## src/rtl/lsu_axi_wr_gpio_bridge.sv

```systemverilog
// AXI4 write-channel slave terminating the LSU write port onto NCH 32-bit output registers.
// Single-beat writes merge by byte strobe; bursts are drained and answered with SLVERR.
module lsu_axi_wr_gpio_bridge #(
  parameter int                DATA_W    = 64,
  parameter int                ID_W      = 3,
  parameter int                ADDR_W    = 32,
  parameter int                NCH       = 4,
  parameter logic [ADDR_W-1:0] BASE_ADDR = 32'hD000_0000,
  parameter logic [31:0]       CH_RST    = 32'h0
) (
  input  logic                wb_clk_i,
  input  logic                wb_rst_i,
  input  logic                awvalid,
  output logic                awready,
  input  logic [ID_W-1:0]     awid,
  input  logic [ADDR_W-1:0]   awaddr,
  input  logic [7:0]          awlen,
  input  logic [2:0]          awsize,
  input  logic                wvalid,
  output logic                wready,
  input  logic [DATA_W-1:0]   wdata,
  input  logic [DATA_W/8-1:0] wstrb,
  input  logic                wlast,
  output logic                bvalid,
  input  logic                bready,
  output logic [ID_W-1:0]     bid,
  output logic [1:0]          bresp,
  output logic [NCH*32-1:0]   ch_data,
  output logic [NCH-1:0]      ch_upd
);

  localparam int LANES = DATA_W / 32;
  localparam int SW    = DATA_W / 8;
  localparam int IW    = ADDR_W + 1;

  typedef enum logic [1:0] {IDLE, ISSUE, DRAIN, RESP} state_t;

  state_t              state, state_nx;
  logic                aw_full, aw_full_nx, w_full, w_full_nx;
  logic [ID_W-1:0]     aw_id;
  logic [ADDR_W-1:0]   aw_addr;
  logic [7:0]          aw_len, len_nx;
  logic [DATA_W-1:0]   w_data;
  logic [SW-1:0]       w_strb;
  logic                w_last;
  logic                aw_cap, w_cap;
  logic                bvalid_nx;
  logic [ID_W-1:0]     bid_nx;
  logic [1:0]          bresp_nx;
  logic [NCH*32-1:0]   ch_nx;
  logic [NCH-1:0]      upd_nx;
  logic                dec_err;
  logic [IW-1:0]       rel_word;
  logic [LANES-1:0]    lane_act;
  logic [IW-1:0]       lane_idx [LANES];
  logic                unused_awsize;

  // awsize carries no information here: the strobes alone select bytes
  assign unused_awsize = ^awsize;

  assign awready = ~aw_full & ~wb_rst_i;
  assign wready  = (~w_full | (state == DRAIN)) & ~wb_rst_i;
  assign aw_cap  = awvalid & awready;
  assign w_cap   = wvalid & wready;

  // Address decode of the buffered beat and byte-strobe merge into the registers
  always_comb begin
    rel_word = IW'((aw_addr & ~ADDR_W'(SW - 1)) >> 2'd2) - IW'(BASE_ADDR >> 2'd2);
    dec_err  = (aw_addr < BASE_ADDR);
    for (int j = 0; j < LANES; j++) begin
      lane_act[j] = |w_strb[4*j +: 4];
      lane_idx[j] = rel_word + IW'(j);
      dec_err     = dec_err | (lane_act[j] & (lane_idx[j] >= IW'(NCH)));
    end
    // an all-zero strobe touches nothing, so it can never fault
    dec_err = dec_err & (|w_strb);
    ch_nx  = ch_data;
    upd_nx = '0;
    for (int j = 0; j < LANES; j++) begin
      for (int k = 0; k < NCH; k++) begin
        upd_nx[k] = upd_nx[k] | ((state == ISSUE) & ~dec_err & lane_act[j] & (lane_idx[j] == IW'(k)));
        for (int b = 0; b < 4; b++) begin
          ch_nx[32*k+8*b +: 8] = ((state == ISSUE) & ~dec_err & lane_act[j] &
                                  (lane_idx[j] == IW'(k)) & w_strb[4*j+b]) ?
                                 w_data[32*j+8*b +: 8] : ch_nx[32*k+8*b +: 8];
        end
      end
    end
  end

  // Next-state logic; IDLE looks at buffer occupancy including this cycle's captures
  always_comb begin
    state_nx   = state;
    aw_full_nx = aw_full | aw_cap;
    w_full_nx  = w_full | w_cap;
    len_nx     = aw_cap ? awlen : aw_len;
    bvalid_nx  = bvalid;
    bid_nx     = bid;
    bresp_nx   = bresp;
    case (state)
      IDLE: begin
        if (aw_full_nx && (len_nx != 8'd0)) begin
          state_nx = DRAIN;
        end else if (aw_full_nx && w_full_nx) begin
          state_nx = ISSUE;
        end else begin
          state_nx = IDLE;
        end
      end
      ISSUE: begin
        aw_full_nx = 1'b0;
        w_full_nx  = 1'b0;
        bvalid_nx  = 1'b1;
        bid_nx     = aw_id;
        bresp_nx   = dec_err ? 2'b10 : 2'b00;
        state_nx   = RESP;
      end
      DRAIN: begin
        // the buffered beat is consumed every cycle; a new beat may refill it
        w_full_nx = w_cap;
        if (w_full && w_last) begin
          aw_full_nx = 1'b0;
          bvalid_nx  = 1'b1;
          bid_nx     = aw_id;
          bresp_nx   = 2'b10;
          state_nx   = RESP;
        end else begin
          state_nx = DRAIN;
        end
      end
      RESP: begin
        if (bready) begin
          bvalid_nx = 1'b0;
          state_nx  = IDLE;
        end else begin
          state_nx = RESP;
        end
      end
      default: state_nx = IDLE;
    endcase
  end

  // State, channel buffers, B channel and output registers
  always_ff @(posedge wb_clk_i) begin
    if (wb_rst_i) begin
      state   <= IDLE;
      aw_full <= 1'b0;
      w_full  <= 1'b0;
      aw_id   <= '0;
      aw_addr <= '0;
      aw_len  <= 8'd0;
      w_data  <= '0;
      w_strb  <= '0;
      w_last  <= 1'b0;
      bvalid  <= 1'b0;
      bid     <= '0;
      bresp   <= 2'b00;
      ch_data <= {NCH{CH_RST}};
      ch_upd  <= '0;
    end else begin
      state   <= state_nx;
      aw_full <= aw_full_nx;
      w_full  <= w_full_nx;
      if (aw_cap) begin
        aw_id   <= awid;
        aw_addr <= awaddr;
        aw_len  <= awlen;
      end
      if (w_cap) begin
        w_data <= wdata;
        w_strb <= wstrb;
        w_last <= wlast;
      end
      bvalid  <= bvalid_nx;
      bid     <= bid_nx;
      bresp   <= bresp_nx;
      ch_data <= ch_nx;
      ch_upd  <= upd_nx;
    end
  end

endmodule

```

## config.mk

```make
export PLATFORM = sky130hd
export DESIGN_NAME = lsu_axi_wr_gpio_bridge
export DESIGN_NICKNAME = d
export VERILOG_FILES = /design/src/rtl/lsu_axi_wr_gpio_bridge.sv
export SDC_FILE = /design/constraint.sdc
export NUM_CORES = 1
export LEC_CHECK = 0
export ABC_AREA = 1
export CELL_PAD_IN_SITES_DETAIL_PLACEMENT = 0
export CELL_PAD_IN_SITES_GLOBAL_PLACEMENT = 1
export CORE_MARGIN = 3
export CORE_UTILIZATION = 30
export CTS_BUF_LIST = sky130_fd_sc_hd__clkbuf_4 sky130_fd_sc_hd__clkbuf_8 sky130_fd_sc_hd__clkbuf_16
export CTS_CLUSTER_DIAMETER = 200
export DETAILED_ROUTE_END_ITERATION = 8
export GPL_TIMING_DRIVEN = 0
export PLACE_DENSITY_LB_ADDON = 0.1
export SKIP_CTS_REPAIR_TIMING = 1
export SLEW_MARGIN = 40
export SYNTH_ARGS = -nofsm -noshare
export SYNTH_HDL_FRONTEND = slang
export SYNTH_SLANG_ARGS = --single-unit
```

## constraint.sdc

```tcl
create_clock -name wb_clk_i -period 3.03 [get_ports wb_clk_i]
set_clock_uncertainty 0.2 [all_clocks]
set_input_delay 0.606 -clock wb_clk_i [delete_from_list [all_inputs] [get_ports wb_clk_i]]
set_output_delay 0.606 -clock wb_clk_i [all_outputs]
set_load 0.05 [all_outputs]
```

==> results of run 1 <==
-- sequential cells by signal (all words and copies together), names as in the netlist --
name	flops
ch_data	128
w_data	64
aw_addr	29
aw_len	8
w_strb	8
ch_upd	4
aw_id	3
bid	3
state	2
aw_full	1
bresp	1
bvalid	1
w_full	1
w_last	1
-- report_power, final --
group | switching (W) | internal, W
Sequential | 0.0000393 | 0.00346
Combinational | 0.000512 | 0.000300
Clock | 0.00143 | 0.00217
-- layout by cell type, fill, tap and decap left out, types with 8 or more instances in the layout --
cell / Yosys / final
inv_1: 100 / 100
clkdlybuf4s50_1: 0 / 254
clkinv_2: 0 / 11
dfxtp_1: 254 / 254
nor2_1: 163 / 163
a21oi_1: 224 / 224
clkbuf_1: 68 / 66
clkbuf_16: 0 / 31
nand3_1: 152 / 152
nand2_1: 183 / 183
buf_6: 21 / 21
o21ai_0: 106 / 106
buf_1: 9 / 9
clkbuf_8: 0 / 8
-- layer usage --
| metal | global-route usage, % | vias to the layer above | share of wire [%] |
|---|---|---|---|
| li1 | - | 4967 | - |
| met1 | 25.7 | 4361 | 47 |
| met2 | 31.1 | 234 | 45 |
| met4 | 5.45 | 2 | 2.6 |
| met5 | 0 | - | 0.037 |
| met3 | 3.35 | 51 | 5.3 |
-- final cells by class --
cell class              instances  area (um2)  area share [%]
multi-input cells             875        4160            29.0
plain buffers                 108         591            4.11
clock inverters                12        85.1           0.593
repair buffers                255        2550            17.8
diodes                          2        5.00          0.0349
clock buffers                  43         916            6.38
flip-flops and latches        254        5080            35.4
well taps                     448         561            3.90
inverters                     106         398            2.77
-- metrics by stage --
| stage | hold slack, ns | instances | util, % |
|---|---|---|---|
| 6_report | 0.0807 | 2103 | 42.7 |
| 5_1_grt | 0.0597 | 2103 | 42.7 |
| 4_1_cts | 0.0583 | 2101 | 42.7 |
| 3_5_place_dp | 0.245 | 2046 | 39.7 |
| 3_3_place_gp | 0.242 | 2046 | 39.7 |
| 2_1_floorplan | 0.229 | 1343 | - |
-- cell families (layout without fill, tap and decap cells) --
kind of cell             after synthesis  after routing  share of synthesized area, %
AO/OA/AOI/OAI                        333            333                          16.3
adder cells (fa/ha/maj)                6              6                         0.733
buffers and inverters                214            524                          9.63
flip-flops                           254            254                          49.7
other                                  1              3                        0.0366
AND/OR/NAND/NOR                      535            535                          23.6
-- worst paths after layout --
| kind | start | to | slack [ns] |
|---|---|---|---|
| hold reg to reg | aw_addr[22]$_SDFFE_PP0P_ | aw_addr[22]$_SDFFE_PP0P_ | 0.25 |
| hold / removal | wb_rst_i | ch_upd[2]$_SDFF_PP0_ | 0.08 |
| setup reg to reg | state[0]$_SDFF_PP0_ | w_data[55]$_SDFFE_PP0P_ | 0.41 |
| setup / recovery | state[0]$_SDFF_PP0_ | wready | 0.17 |
-- worst max-delay path: cells and delay by family, from the launching register on --
kind / cells / cell delay (ns)
adders and majority gates: 1 / 0.23
AOI/OAI and AO/OA: 1 / 0.27
DFF: 1 / 0.33
buffers and inverters: 3 / 0.66
==> impl_metrics.json, run 1 <==
{
  "outcome": "finished clean",
  "via_per_inst": 4.57,
  "syn_to_final_growth_pct": 40.3,
  "grt_max_degree": 15,
  "post_drt_wl_per_cell_um": 16.8,
  "cp_max_fo": 4,
  "pwr_density_cell_nw_per_um2": 551,
  "setup_tns_ns": 0,
  "grt_pass1_wl_mm": 54.0,
  "antenna_found_initial": 3,
  "ir_drop_mv": 0.439,
  "power_w": 0.00791,
  "ctsLongestPathBuffers": 3,
  "crit_required_ns": 2.22,
  "maxSlewHeadroom_pct": 53.2,
  "hold_depth": 2,
  "yosysTopAreaCell": "dfxtp_1",
  "tritoncts": "done",
  "seq_area_frac_synth_pct": 49.7,
  "path_cells": "inv_1 > ha_1 > inv_1 > a21oi_1 > dlymetal6s2s_1",
  "synth-edff-count": 0,
  "fin_crit_sh_pct": 94.3,
  "ys_types": 31,
  "port_buffers": 255,
  "yosys-top-cells-count": "dfxtp_1, a21oi_1, nand2_1",
  "yosysWarnings": 0,
  "place.gp.congestion": 0.813,
  "first_global_vias": 9404,
  "synth_area_leaders": "dfxtp_1, a21oi_1, nand3_1",
  "synth_area_um2": 10200,
  "n_fill_cell": 3555,
  "tightest_slew_ns": 0.701,
  "synthFlopType": "dfxtp_1",
  "synth_fp_nets": 1473,
  "dp_hpwl_mm": 26.7,
  "finalWorstSetupSlack_ns": 0.173,
  "rows": 67,
  "max-cap-violations": 0,
  "die_h_um": 191,
  "yosys.area.top_type_share_pct": 49.7,
  "slew_viol_final": 0,
  "synth_seq_cells": 254,
  "cpMostUsedCell": "inv_1",
  "grt_overflow_total": 0,
  "slowest_stage": "dlymetal6s2s_1",
  "arrival_ns": 2.05,
  "fin_crit_ns": 2.86,
  "hp-class": "in -> reg",
  "clk_pin_slew_ns": 0.06,
  "async_flop_share_pct": 0,
  "num_vias": 9615,
  "ctsRootBufferMaster": "clkbuf_16",
  "fin_area_um2": 14400,
  "route.detailed.drc": 0,
  "dpl_cell_area_um2": 13300,
  "die_x_um": 191,
  "end_kind": "primary output",
  "start_util_pct": 30.4,
  "fmaxAchievable_ghz": 0.350,
  "setup_viol": 0,
  "ios": 264,
  "path_class": "reg -> out",
  "startpoint_type": "flop",
  "clkLatencyLatePin_ns": 0.55,
  "postSynthAreaPerCell_um2": 7.62,
  "slowest_delay_ns": 0.47,
  "core_um2": 33600,
  "nNetsFinal": 1760,
  "clock_sinks": 254,
  "drt-total-wl_mm": 35.3,
  "dieArea_um2": 36400,
  "rsz0062_at_grt": "false",
  "cts_buffers": 30,
  "reg2reg_depth": 9,
  "gr-usage-all-layers_pct": 19.0,
  "htreeDepth": 1,
  "synthCells": 1343,
  "drive_gt1_share_pct": 6.96,
  "place_ws_ns": 0.00642,
  "yosysMostFrequentCell": "dfxtp_1",
  "drtIter0Drc": 463,
  "firstDrtPassIters": 5,
  "hold_violations": 0,
  "leakagePower_nw": 5.56,
  "ant_nets": 0
}
No activity file was read; power rests on OpenSTA's default activity.
==> run 2, diff against run 1 <==
--- a/config.mk
+++ b/config.mk
@@ -6,6 +6,7 @@
 export NUM_CORES = 1
 export LEC_CHECK = 0
 export ABC_AREA = 1
+export ABC_CLOCK_PERIOD_IN_PS = 3030
 export CELL_PAD_IN_SITES_DETAIL_PLACEMENT = 0
 export CELL_PAD_IN_SITES_GLOBAL_PLACEMENT = 1
 export CORE_MARGIN = 3
==> results of run 2 <==
Final layout, timing and power as in run 1 (identical DEF).
